$ cat config.mk
export PLATFORM = sky130hd
export DESIGN_NAME = param_code_lock
export DESIGN_NICKNAME = d
export VERILOG_FILES = /design/src/rtl/param_code_lock.sv
export SDC_FILE = /design/constraint.sdc
export NUM_CORES = 1
export LEC_CHECK = 0
export ABC_AREA = 1
export CORE_ASPECT_RATIO = 1.1
export CORE_MARGIN = 4
export CORE_UTILIZATION = 55
export DETAILED_ROUTE_END_ITERATION = 7
export PLACE_DENSITY = 0.88
export SYNTH_ARGS = -nofsm -noshare
export SYNTH_HDL_FRONTEND = slang
export SYNTH_SLANG_ARGS = --single-unit
export TNS_END_PERCENT = 1
$ cat constraint.sdc
create_clock -name clk -period 1.7 [get_ports clk]
set_input_delay 0.34 -clock clk [delete_from_list [all_inputs] [get_ports clk]]
set_output_delay 0.34 -clock clk [all_outputs]
set_load 0.03 [all_outputs]
$ cat src/rtl/param_code_lock.sv
// Parameterised keypad code lock with retry limit, error display, auto-relock and lockout.
// Optional feature: define CODE_PROG_EN to allow reprogramming the code while unlocked.
module param_code_lock #(
    parameter int CODE_LEN       = 4,
    parameter int DIGIT_W        = 4,
    parameter logic [CODE_LEN*DIGIT_W-1:0] CODE = 16'h1234,
    parameter int MAX_TRIES      = 3,
    parameter int ERR_CYCLES     = 8,
    parameter int UNLOCK_CYCLES  = 256,
    parameter int LOCKOUT_CYCLES = 1024
) (
    input  logic               clk,
    input  logic               reset,
    input  logic [DIGIT_W-1:0] in_digit,
    input  logic               enter_btn,
    input  logic               prog_btn,
    output logic               locked_led,
    output logic               unlocked_led,
    output logic               error_led,
    output logic               lockout_led,
    output logic [2:0]         state_leds
);

    localparam int CNT_W   = $clog2(CODE_LEN + 1);
    localparam int FAIL_W  = $clog2(MAX_TRIES + 1);
    localparam int TMR_MX1 = (ERR_CYCLES > UNLOCK_CYCLES) ? ERR_CYCLES : UNLOCK_CYCLES;
    localparam int TMR_MAX = (TMR_MX1 > LOCKOUT_CYCLES) ? TMR_MX1 : LOCKOUT_CYCLES;
    localparam int TMR_W   = $clog2(TMR_MAX + 1);

    typedef enum logic [2:0] {
        S_LOCKED   = 3'd0,
        S_ENTRY    = 3'd1,
        S_CHECK    = 3'd2,
        S_ERROR    = 3'd3,
        S_UNLOCKED = 3'd4,
        S_LOCKOUT  = 3'd5,
        S_PROGRAM  = 3'd6
    } state_t;

    state_t                               r_state;
    logic [0:CODE_LEN-1][DIGIT_W-1:0]     r_buf;
    logic [CNT_W-1:0]                     r_count;
    logic [TMR_W-1:0]                     r_timer;
    logic [FAIL_W-1:0]                    r_fail;
    logic                                 r_enter_prev;

    logic                                 w_press;
    logic                                 w_last;
    logic                                 w_match;
    logic [FAIL_W-1:0]                    w_fail_inc;
    logic [0:CODE_LEN-1][DIGIT_W-1:0]     w_buf_ins;
    logic [CODE_LEN*DIGIT_W-1:0]          w_active_code;

    assign w_press    = enter_btn & ~r_enter_prev;
    assign w_last     = (r_count == CNT_W'(CODE_LEN - 1));
    assign w_match    = (r_buf == w_active_code);
    assign w_fail_inc = r_fail + 1'b1;

    // Buffer element 0 is the first digit entered, which lands in the MS digit.
    always_comb begin
        w_buf_ins = r_buf;
        for (int k = 0; k < CODE_LEN; k++) begin
            if (r_count == CNT_W'(k)) w_buf_ins[k] = in_digit;
        end
    end

`ifdef CODE_PROG_EN
    logic [CODE_LEN*DIGIT_W-1:0] r_code;
    assign w_active_code = r_code;

    always_ff @(posedge clk or posedge reset) begin
        if (reset) begin
            r_code <= CODE;
        end else if (r_state == S_PROGRAM && w_press && w_last) begin
            r_code <= w_buf_ins;
        end
    end
`else
    logic w_unused_prog;
    assign w_active_code = CODE;
    assign w_unused_prog = prog_btn;
`endif

    always_ff @(posedge clk or posedge reset) begin
        if (reset) begin
            r_state      <= S_LOCKED;
            r_buf        <= '0;
            r_count      <= '0;
            r_timer      <= '0;
            r_fail       <= '0;
            r_enter_prev <= 1'b1;
        end else begin
            r_enter_prev <= enter_btn;
            if (r_timer != {TMR_W{1'b1}}) r_timer <= r_timer + 1'b1;

            case (r_state)
                S_LOCKED: begin
                    if (w_press) begin
                        r_buf   <= w_buf_ins;
                        r_timer <= '0;
                        if (CODE_LEN == 1) begin
                            r_count <= '0;
                            r_state <= S_CHECK;
                        end else begin
                            r_count <= CNT_W'(1);
                            r_state <= S_ENTRY;
                        end
                    end
                end
                S_ENTRY: begin
                    if (w_press) begin
                        r_buf <= w_buf_ins;
                        if (w_last) begin
                            r_count <= '0;
                            r_timer <= '0;
                            r_state <= S_CHECK;
                        end else begin
                            r_count <= r_count + 1'b1;
                        end
                    end
                end
                S_CHECK: begin
                    r_count <= '0;
                    r_timer <= '0;
                    if (w_match) begin
                        r_fail  <= '0;
                        r_state <= S_UNLOCKED;
                    end else begin
                        r_fail  <= w_fail_inc;
                        r_state <= (w_fail_inc == FAIL_W'(MAX_TRIES)) ? S_LOCKOUT : S_ERROR;
                    end
                end
                S_ERROR: begin
                    if (r_timer == TMR_W'(ERR_CYCLES - 1)) begin
                        r_count <= '0;
                        r_timer <= '0;
                        r_state <= S_LOCKED;
                    end
                end
                S_UNLOCKED: begin
                    if (w_press || r_timer == TMR_W'(UNLOCK_CYCLES - 1)) begin
                        r_count <= '0;
                        r_timer <= '0;
                        r_state <= S_LOCKED;
                    end
`ifdef CODE_PROG_EN
                    else if (prog_btn) begin
                        r_count <= '0;
                        r_timer <= '0;
                        r_state <= S_PROGRAM;
                    end
`endif
                end
                S_LOCKOUT: begin
                    if (r_timer == TMR_W'(LOCKOUT_CYCLES - 1)) begin
                        r_fail  <= '0;
                        r_count <= '0;
                        r_timer <= '0;
                        r_state <= S_LOCKED;
                    end
                end
`ifdef CODE_PROG_EN
                S_PROGRAM: begin
                    if (w_press) begin
                        r_buf <= w_buf_ins;
                        if (w_last) begin
                            r_count <= '0;
                            r_timer <= '0;
                            r_state <= S_LOCKED;
                        end else begin
                            r_count <= r_count + 1'b1;
                        end
                    end
                end
`endif
                default: begin
                    r_count <= '0;
                    r_timer <= '0;
                    r_state <= S_LOCKED;
                end
            endcase
        end
    end

    assign locked_led   = (r_state != S_UNLOCKED);
    assign unlocked_led = (r_state == S_UNLOCKED);
    assign error_led    = (r_state == S_ERROR) || (r_state == S_LOCKOUT);
    assign lockout_led  = (r_state == S_LOCKOUT);
    assign state_leds   = r_state;

endmodule

After elaboration in Yosys (flattened, before gate mapping)
Index checks and enable logic that the tools add are counted.
{"block": "op_classes", "addsub": 3, "n_eq_ne": 21, "muxes": 23, "n_bitwise": 2, "reduce_logical": 13}
{"cell": "$mux 11", "count": 7}
{"cell": "$pmux 11 s5", "count": 1}
{"cell": "$mux 3", "count": 10}
{"cell": "$pmux 3 s6", "count": 1}
{"cell": "$eq 16x13->1 const B", "count": 1}
{"cell": "$pmux 3 s5", "count": 1}
{"cell": "$eq 3x2->1 const B", "count": 4}
{"cell": "$reduce_and 3->1", "count": 4}
{"cell": "$add 11x1->11 const B", "count": 1}
{"cell": "$eq 11x10->1 const B", "count": 1}
{"cell": "$eq 11x3->1 const B", "count": 1}
{"cell": "$eq 11x8->1 const B", "count": 1}
{"cell": "$ne 11x11->1 const B", "count": 1}
{"cell": "$ne 2x2->1 const B", "count": 4}
{"cell": "$eq 3x1->1 const B", "count": 2}
{"cell": "$eq 3x3->1 const B", "count": 2}
{"cell": "$logic_not 3->1", "count": 2}
{"cell": "$reduce_and 6->1", "count": 1}
{"cell": "$reduce_and 5->1", "count": 1}
{"cell": "$mux 2", "count": 2}
{"cell": "$ne 2x1->1 const B", "count": 2}
{"cell": "$pmux 2 s2", "count": 1}
{"cell": "$add 3x1->3 const B", "count": 1}
{"cell": "$ne 3x3->1 const B", "count": 1}
{"cell": "other kinds (8)", "count": 9}
{"block": "word_totals", "reg_bits": 36, "in_bits": 8}

Logic depth before layout (Yosys ltp)
{"block": "depth", "ltp_word": 5, "mapped_depth": 9, "ltp_nobuf": 9}

Worst setup path before layout
OpenSTA, ideal clock, no wires.
{"block": "synth_path", "path_kind": "register to output", "startpoint": "reg r_state[0] (netlist: state_leds[0])", "endpoint": "out error_led", "arrival_ns": 1.656, "path_slack_ns": -0.296, "stages_incl_launch_ff": 5, "path_cell_list": "dfrtp_1 -> inv_1 -> nor3_2 -> inv_1 -> o21ai_0"}
{"block": "synth_via", "elab_chain_cells": 2, "elab_cells_between_ends": 3, "cone_classes": "eq/ne (2); reduce/logical (1)"}
{"element": "start, declared", "line_no": "40", "text": "state_t r_state;"}
{"element": "start signal, assigned", "line_no": "130", "text": "r_state <= (w_fail_inc == FAIL_W'(MAX_TRIES)) ? S_LOCKOUT : S_ERROR;"}
{"element": "$eq 3x3->1"}
{"element": "named net lockout_led", "line_no": "20", "text": "output logic lockout_led,"}
{"element": "$logic_or 1x1->1", "line_no": "187", "text": "assign error_led = (r_state == S_ERROR) || (r_state == S_LOCKOUT);"}
{"element": "end, declared", "line_no": "19", "text": "output logic error_led,"}
The timed path passes the listed nets, and every way through them passes these cells.

Worst setup path after layout
{"block": "layout_path", "startpoint": "reg r_state[0] (netlist: state_leds[0])", "endpoint": "out error_led"}
{"block": "layout_via", "elab_chain_cells": 2, "elab_cells_between_ends": 3, "cone_classes": "eq/ne (2); reduce/logical (1)"}
{"element": "$eq 3x2->1 / $eq 3x3->1 (equally long branches)", "line_no": "187"}
{"element": "$logic_or 1x1->1 *", "line_no": "187"}
Mark *: on every way between the ends. The rest lies on a longest branch, timed or not.

==> metrics.md <==
| Metric | Value |
|---|---|
| Outcome | `finished with violations` |
| Failing checks | `setup timing` |
| Root buffer cell | `clkbuf_4` |
| Detail Placement HPWL | `2.67 mm` |
| Final min period | `1.80 ns` |
| Worst relative slew slack | `79.3%` |
| Synth Warn # | `0` |
| Setup crit start kind | `flip-flop` |
| # setup viols final | `6` |
| Setup CP Type | `reg -> out` |
| Worst EP required | `1.36 ns` |
| Max IR drop VDD | `1.18 mV` |
| Max stage delay cell, worst path | `dfrtp_2` |
| Core area | `3330 µm²` |
| Pwr dens | `1640 nW/µm²` |
| Vias per inst | `5.10` |
| Die Area | `4440 µm²` |
| Smallest hold slack | `0.320 ns` |
| Wirelength, routed | `3.75 mm` |
| GRT Total Usage | `19.1%` |
| Initial DRC Count | `69` |
| GRT overflow | `0` |
| Die Wd | `63.9 µm` |
| Vias in the first global route | `1607` |
| Post-Syn Nets | `257` |
| Initial antenna violation count | `0` |
| Most frequent cells in the layout | `nand2_1 (63), dfrtp_1 (34), inv_1 (30), nor2_1 (30), o21ai_0 (23)` |
| Max_cap viols | `0` |
| Max incr delay on CP | `0.44 ns` |
| Leakage | `0.00117 µW` |
| Area delta synth->final | `23.3%` |
| Worst Clk Skew | `0.00966 ns` |
| Die H | `69.5 µm` |
| Crit-path cells | `inv_2 -> buf_6 -> nor3_4 -> inv_2 -> o21ai_2 -> buf_6` |
| CTS Sinks | `36` |
| H-Tree Depth | `2` |
| Post-Synthesis Cell Area | `1890 µm²` |
| Antenna-violating nets left | `0` |
| Crit-path max FO | `6` |
| Share of layout cells above drive strength 1 | `16.4%` |
| Hold Fails Final Rpt | `0` |
| Hold WC Path Type | `in -> async` |
| Clock buffer depth | `2` |
| Synth Register Bits | `36` |
| I/O Buffers | `13` |
| Setup ws final | `-0.0999 ns` |
| Setup TNS | `-0.217 ns` |
| Hold_buf cts | `0` |
| Arr. time, crit path | `1.46 ns` |
| Register area | `903 µm²` |
| Routed WL per cell | `11.6 µm` |
| # IOs | `15` |
| Sequential area share after synthesis | `47.7%` |
| Max Clock Freq | `556 MHz` |
| N_diodes | `0` |
| CP Capture Type | `output port` |
| Final Slew Violations | `0` |
| Multi-input gate area | `895 µm²` |
| Num CTS Buffers | `5` |
| Clk_lat worst skew | `0.35 ns` |
| Post-layout util | `70.0%` |
| Fill cell count | `259` |
| Pin count of the biggest net entering global routing | `37` |
| Layout net count | `287` |
| Mean area per synthesized cell | `7.79 µm²` |
| GPL Wtd Cong | `0.832` |
| Most common cell after layout, fill and taps aside | `nand2_1` |
| Clock-pin slew on the worst setup and hold paths | `0.12 ns` |
| Starting Density | `56.8%` |
| Residual DRC | `0` |
| Tightest Pin Transition | `0.308 ns` |
| TritonCTS clock tree | `yes` |
| Drt pass-1 iters | `4` |
| RSZ-0062 raised after global routing | `true` |
| Via Count | `1643` |
| FP Rows | `22` |
| Post-Syn Instances | `243` |
| Global-route wire length before repair | `6.73 mm` |
| Distinct cells, synth | `25` |
| Final Cycle Share | `106%` |
-- layout make-up --
cell class | count | area share [%]
multi-input combinational | 173 | 38.4
sequential | 36 | 38.7
timing repair buffer | 24 | 9.55
clock inverter | 3 | 3.86
clock buffer | 5 | 1.61
inverter | 33 | 5.31
tap | 48 | 2.58
-- per-stage QoR --
stage	area [µm²]	instances	setup slack (ns)	power (µW)
after CTS	2300	321	-0.126	3790
after global routing	2330	322	-0.208	4120
after detailed placement	2170	313	-0.264	2860
final	2330	322	-0.0999	3830
after global placement	2170	313	-0.237	2800
after floorplan	1910	243	-0.0288	2360
-- power by group --
part / internal (µW) / switching, µW / total, µW
clock network: 606 / 298 / 903
logic: 651 / 946 / 1600
registers: 1130 / 196 / 1330
total: 2390 / 1440 / 3830
-- per-layer routing --
| layer | track usage, % | vias to the layer above | part of all wire, % |
|---|---|---|---|
| met1 | 21.1 | 783 | 42 |
| met3 | 5.35 | 10 | 3.1 |
| met2 | 33.9 | 23 | 53 |
| met5 | 0 | - | 0 |
| met4 | 7.43 | 0 | 2.0 |
| li1 | - | 827 | - |
-- cell families after synthesis --
kind of cell	synth area share (%)
and+or+nand+nor	27.9
AOI/OAI and AO/OA	11.4
DFF	47.7
buffers and inverters	7.14
adders and majority gates	3.97
xor gates and xnor gates	1.85
-- state kept, by name (all words and copies together), names as in the netlist --
register,flops
r_buf,16
r_enter_prev,1
state_leds,3
r_count,3
r_fail,2
r_timer,11
-- critical path: cells and delay by family, from the launching register on --
kind | cells | cell delay [ns]
DFF | 1 | 0.44
buffers and inverters | 4 | 0.39
and+or+nand+nor | 1 | 0.21
AOI/OAI and AO/OA | 1 | 0.07
-- path summary, 6_finish.rpt --
check / startpoint / endpoint / slack, ns / cells after the start
worst max-delay path: state_leds[0]$_DFFE_PP0P_ / error_led / -0.1 / 6
worst min-delay path: reset / r_timer[8]$_DFF_PP0_ / 0.32 / 3
min in group clk: enter_btn / r_enter_prev$_DFF_PP1_ / 0.43 / 1
worst min register to register: r_buf[5]$_DFFE_PP0P_ / r_buf[5]$_DFFE_PP0P_ / 0.49 / 2
worst max register to register: state_leds[2]$_DFFE_PP0P_ / r_buf[3]$_DFFE_PP0P_ / -0.03 / 7
max in group asynchronous: reset / r_enter_prev$_DFF_PP1_ / 1.13 / 3
-- cells in the mapped netlist --
master | n | area share, %
o21bai_1 | 2 | 0.79
nand2_2 | 1 | 0.33
o21a_1 | 1 | 0.40
xor2_1 | 1 | 0.46
o22ai_1 | 1 | 0.33
nor3b_4 | 1 | 0.99
o21ai_0 | 26 | 6.9
o31ai_1 | 1 | 0.40
buf_6 | 1 | 0.60
dfstp_2 | 1 | 1.4
nand3_2 | 1 | 0.53
a21oi_1 | 10 | 2.6
ha_1 | 6 | 4.0
nor2_1 | 32 | 6.3
or2_2 | 2 | 0.66
nand2_1 | 66 | 13
dfrtp_1 | 35 | 46
nor2_4 | 1 | 0.60
nor3_2 | 1 | 0.53
inv_1 | 33 | 6.5
nand4_1 | 2 | 0.66
nand3_1 | 12 | 3.2
xnor2_1 | 3 | 1.4
or2_1 | 1 | 0.33
nor2_2 | 2 | 0.66
-- timing repair --
item / 4_1_cts / 5_1_grt
pin swaps: 1 / 1
endpoints found under the setup margin: 6 / 36
gates resized for setup: 11 / 11
setup buffers: 0 / 1
gates cloned: 0 / 0
Note: power is estimated with default switching activity, not from simulation.
